--- config.mk ---
export PLATFORM = sky130hd
export DESIGN_NAME = regfile_scoreboard
export DESIGN_NICKNAME = d
export VERILOG_FILES = /design/src/rtl/regfile_scoreboard.sv
export SDC_FILE = /design/constraint.sdc
export NUM_CORES = 2
export LEC_CHECK = 0
export CAP_MARGIN = 20
export CORE_AREA = 2 2 303 305
export CTS_BUF_LIST = sky130_fd_sc_hd__clkbuf_16
export CTS_CLUSTER_DIAMETER = 60
export DETAILED_ROUTE_END_ITERATION = 10
export DIE_AREA = 0 0 305 307
export PLACE_DENSITY = 0.9
export SLEW_MARGIN = 0
export SYNTH_ARGS = -nofsm -noshare
export SYNTH_HDL_FRONTEND = slang
export SYNTH_SLANG_ARGS = --single-unit
--- constraint.sdc ---
create_clock -name clk -period 6.1 [get_ports clk]
set_clock_uncertainty 0.15 [all_clocks]
set_input_delay 1.83 -clock clk [delete_from_list [all_inputs] [get_ports clk]]
set_output_delay 1.83 -clock clk [all_outputs]
set_load 0.02 [all_outputs]
--- src/rtl/regfile_scoreboard.sv ---
`default_nettype none
// ============================================================================
// Module   : regfile_scoreboard
// Purpose  : 2-read/1-write register bank with bypass and per-register
//            pending bits for RAW-hazard stalls.
// Revision : 1.0  initial release
// ============================================================================
module regfile_scoreboard #(
    parameter int DATA_W   = 32,
    parameter int ADDR_W   = 5,
    parameter int ZERO_REG = 1,
    parameter int BYPASS   = 1
) (
    input  logic              clk,
    input  logic              rst_n,
    input  logic [ADDR_W-1:0] addr_a,
    input  logic [ADDR_W-1:0] addr_b,
    input  logic [ADDR_W-1:0] addr_d,
    input  logic [DATA_W-1:0] data,
    input  logic              write,
    input  logic              pend_set,
    input  logic [ADDR_W-1:0] pend_addr,
    output logic [DATA_W-1:0] a,
    output logic [DATA_W-1:0] b,
    output logic              busy_a,
    output logic              busy_b,
    output logic              stall
);

    localparam int   NREG        = 2 ** ADDR_W;
    localparam logic ZERO_EN     = (ZERO_REG != 0);
    localparam logic BYPASS_EN   = (BYPASS != 0);

    logic [DATA_W-1:0] regs [NREG];
    logic [NREG-1:0]   pend;
    logic [NREG-1:0]   pend_nxt;
    logic              write_en;
    logic              hit_a;
    logic              hit_b;

    assign write_en = write & ~(ZERO_EN & (addr_d == '0));

    always_ff @(posedge clk or negedge rst_n) begin
        if (!rst_n) begin
            for (int i = 0; i < NREG; i++) begin
                regs[i] <= '0;
            end
        end else if (write_en) begin
            regs[addr_d] <= data;
        end
    end

    // A new producer (set) supersedes the retiring one (clear) on the same register.
    always_comb begin
        pend_nxt = pend;
        for (int i = 0; i < NREG; i++) begin
            if (pend_set && (pend_addr == ADDR_W'(i))) begin
                pend_nxt[i] = 1'b1;
            end else if (write && (addr_d == ADDR_W'(i))) begin
                pend_nxt[i] = 1'b0;
            end
        end
        if (ZERO_EN) begin
            pend_nxt[0] = 1'b0;
        end
    end

    always_ff @(posedge clk or negedge rst_n) begin
        if (!rst_n) begin
            pend <= '0;
        end else begin
            pend <= pend_nxt;
        end
    end

    assign hit_a = BYPASS_EN & write & (addr_d == addr_a);
    assign hit_b = BYPASS_EN & write & (addr_d == addr_b);

    // The zero register wins over the bypass path.
    always_comb begin
        a = hit_a ? data : regs[addr_a];
        b = hit_b ? data : regs[addr_b];
        if (ZERO_EN && (addr_a == '0)) begin
            a = '0;
        end
        if (ZERO_EN && (addr_b == '0)) begin
            b = '0;
        end
    end

    assign busy_a = pend[addr_a] & ~hit_a;
    assign busy_b = pend[addr_b] & ~hit_b;
    assign stall  = busy_a | busy_b;

endmodule
`default_nettype wire

==> impl_summary.md <==
Synth
The share of the synthesized area in the top cell type is 46.7%. Sorting the synthesized cells by area gives the leading types as dfrtp_1 47%, mux2_2 20%, mux4_2 18%. The post-synthesis average cell area is 14.6 um2. The number of flops mapped to enable cells by yosys is 0.

The sequential cell area fraction in the yosys report is 46.7%. The synthesis-stage register bit count is 1,055. The number of instances in the synthesized netlist is between 3,000 and 4,000. For this run, the leading register cell type out of synthesis is dfrtp_1.

The post-synthesis async set-or-reset flop share is 100%. The synthesized netlist contains 62 unique library cells. The cell taking the most area after synthesis is dfrtp_1. The warning count from the yosys run is 0. Counting every net in the synthesized netlist gives between 3,000 and 4,000. The mapped cell area is 0.0566 mm2.

Floorplan
Measured along the y axis, the die boundary spans 307 um. The number of primary I/O pins is 123. The die is about 310 um wide.

The die covers 0.0936 mm2. The area of the core is approximately 0.09 mm2. For this configuration, the core starts out at a cell density of 62.4%. The number of rows in the core area is approximately 110.

Worst setup path
The start of the worst register-to-register path is regs[131]. Walking the worst path, the cells encountered are buf_12 > and2_1 > buf_4 > a221oi_2 > a21oi_2 > or3_4 > o211ai_1 > buf_4. The worst setup path startpoint is addr_b[1]. The largest stage delay on the critical path is 620 ps. For the worst setup path, the data arrival time is 4320 ps.

For the worst setup path, the data required time is 4120 ps. STA classifies the critical path startpoint as a primary input. Along the worst path, the maximum fanout reaches 15. In this design, the critical path's most frequently occurring cell is buf_4.

The depth of the most critical reg-to-reg path is 1. The endpoint type of the worst setup path is an output pin. The type of the worst setup path is primary input to output pin.

The terminus of the critical flop-to-flop path is regs[131]. The flop-to-flop setup slack is 4950 ps. The slowest stage of the critical path is the o211ai_1 cell.

STA
The post-layout worst setup margin is -201 ps. The headroom to the max-slew limit is 29.6%. The final hold violation count is 0.

The count of pins over their slew limit is 0. The setup violation total in the final timing report is 23. The worst path in the final design needs a cycle of 6300 ps, including I/O delays and setup.

Derived from the worst setup path, the maximum achievable clock frequency is 159 MHz. On the final layout, the worst hold slack is 250 ps. In the final timing run, aggregate negative setup slack is -1330 ps.

The portion of the clock cycle consumed by the worst path in the final layout is 103%. The slew at the pin closest to its max-slew limit is around 1100 ps. Setup repair after global routing could not meet its margin everywhere.

Global routing
The number of antenna violations at the first check in global routing was 12. Global routing consumed, on the met2 layer, 60.8% of the routing resources. The first-pass GRT wire length is 304,000 um.

In this run the most used layer during global routing was met2. The global router's overall resource usage is between 40% and 50%. The remaining global-route overflow is 0. In the global route stage, met1 resource usage came out at 52.7%.

Entering global routing, the biggest net connects between 100 and 150 pins. In the global route stage, met3 resource usage came out at 24.5%. The number of global-route vias before repair is 45,268.

Drt
The DRC violation count after routing is 0. Across all layers, the routed design uses 44,445 vias. The via density per instance is 8.19.

Wires add up to 213,000 um. The per-cell routed wire length is 39.3 um. Before antenna repair, the detailed router went through 9 iterations. Once detail routing completed, the nets flagged for antenna violations numbered 0. The violation count after the first detailed-routing iteration is about 8,000.

Final layout
Summing all flip-flop and latch instances after layout gives 0.0264 mm2. The fill cell total of the finished layout is approximately 4,700. Summing all multi-input logic gate instances after layout gives roughly 0.029 mm2. In the final design database the tool counted 4,197 nets. Measured on the finished design, the core utilization comes to about 73%. The share of layout cells above drive strength 1 is 52.9%. The area growth from synthesis to layout is 16.6%.

Pwr
The power density over cell area is 324 mW/mm2. The leakage power figure is 28.9 nW. The total chip power is 21.4 mW.

VDD sags by at most 320 uV.

Clocking
The H-tree was split into 3 levels. The clock insertion delay at the later pin of the skew report is 740 ps. TritonCTS built the clock tree. CTS saw 1,055 sinks. The maximum root-to-sink buffer count is 3. Clock tree synthesis inserted a total of 108 buffers.

The clock tree root buffer cell is clkbuf_16. After clock tree synthesis, the clock-pin slew on the worst setup and hold paths is 60 ps.

Hold path
The classification of the worst-slack hold path is flop to flop. The worst hold path passes through 0 cells. The worst hold endpoint is regs[1009].

The startpoint identified for the worst hold timing path is regs[1009].

Run status
The run finished, with violations left. The final reports fail on setup timing.

Place
The half-perimeter wire length of the detailed placement result is 121,000 um. The congestion estimate from routability-driven global placement came to 0.956. Port buffering added approximately 120 buffers. The placement-stage worst setup slack is -512 ps.

Flow run
Across the run, the number of max-cap violations was 0.
[per-stage QoR]
step | instance area (um2) | cells
after floorplan | 56600 | 3883
after global placement | 61600 | 5184
after detailed placement | 61600 | 5184
after CTS | 65400 | 5398
after global routing | 65900 | 5423
final | 65900 | 5428
[per-layer routing]
layer | share of wire [%] | wire [um] | vias to the layer above
met5 | 0.11 | 234 | -
met4 | 9.7 | 20600 | 16
met3 | 18 | 38200 | 1729
met2 | 41 | 87800 | 5055
met1 | 31 | 66300 | 22055
li1 | - | - | 15590
[state kept, by name, indices dropped and copies added, names as in the netlist]
name	flops
regs	1024
pend	31
[final cells by class]
class | instances | area share [%]
multi-input combinational | 2380 | 43.4
inverter | 10 | 0.0721
antenna | 7 | 0.0266
sequential | 1055 | 40.0
timing repair buffer | 586 | 8.99
tap | 1186 | 2.25
clock inverter | 94 | 1.07
clock buffer | 110 | 4.17
[critical path: cells and delay by family]
family | cells | cell delay (ps)
and+or+nand+nor | 2 | 780
buffers and inverters | 3 | 680
AOI/OAI and AO/OA | 3 | 1020
[Yosys cell counts (8+ instances only)]
library cell,instances
dfrtp_1,1055
mux2_2,1002
mux4_2,460
clkbuf_1,238
mux2i_1,165
o22ai_1,130
buf_2,104
nand2_1,98
nor2_1,96
o21ai_0,50
buf_1,49
a21oi_1,47
a32o_1,35
a32oi_1,30
nor3_1,28
a221oi_1,24
nand3_1,20
buf_4,19
buf_6,17
nand2b_1,15
a21o_1,13
a221o_1,13
a22o_1,9
nor4_1,9
xnor2_1,9
mux2_1,8
nor2b_1,8
o211ai_1,8
o221ai_1,8
o31ai_1,8
or3_1,8
[where the power goes]
part           switching, mW  internal (mW)  leakage, nW
Sequential              1.25           8.34         13.5
Combinational           2.32           2.77         13.6
Clock                   3.02           3.66         1.79
Total                   6.59           14.8         28.9
[worst max path at each step]
stage,to,slack (ps),depth (start not counted)
6_report,b[3],-200,8
5_1_grt,b[3],-190,8
4_1_cts,a[22],-190,8
3_5_place_dp,a[5],-510,7
3_3_place_gp,a[5],-510,7
2_1_floorplan,stall,290,9
[cell usage in the layout, fill, tap and decap left out, types with 8 or more instances in the layout]
cell type / instances
o21ai_0: 47
a32oi_1: 29
a21oi_1: 41
buf_6: 20
bufinv_16: 9
nand2_2: 18
mux2_2: 1002
a32o_1: 32
clkbuf_16: 113
a21o_1: 13
nor2_4: 19
nand3_1: 15
a221oi_2: 14
nand2_1: 80
nand2b_1: 13
o211ai_1: 8
clkinv_1: 23
o22ai_1: 126
mux2_1: 8
a221o_1: 13
nor2_1: 77
dlygate4sd2_1: 41
xnor2_1: 8
a22o_1: 9
buf_4: 369
mux2i_1: 157
clkdlybuf4s50_1: 39
inv_1: 26
nor3_1: 23
dfrtp_1: 1055
buf_12: 83
clkinv_2: 30
mux4_2: 460
a221oi_1: 13
[kinds of logic (layout without fill, tap and decap cells)]
| kind of cell | count (synthesis) | after routing | share of synthesized area (%) |
|---|---|---|---|
| DFF | 1055 | 1055 | 46.7 |
| and+or+nand+nor | 321 | 321 | 2.65 |
| AOI/OAI and AO/OA | 407 | 407 | 5.11 |
| buffers and inverters | 448 | 800 | 3.77 |
| xor gates and xnor gates | 10 | 10 | 0.155 |
| muxes | 1642 | 1642 | 41.7 |
| other | 0 | 7 | 0 |
[what timing repair did]
item / 4_1_cts / 5_1_grt
hold buffers: 0 / 0
setup buffers: 10 / 21
endpoints found under the setup margin: 65 / 34
cloned: 0 / 3
resized for setup: 129 / 75
pin swaps: 7 / 15
(Power assumes the default switching activity.)
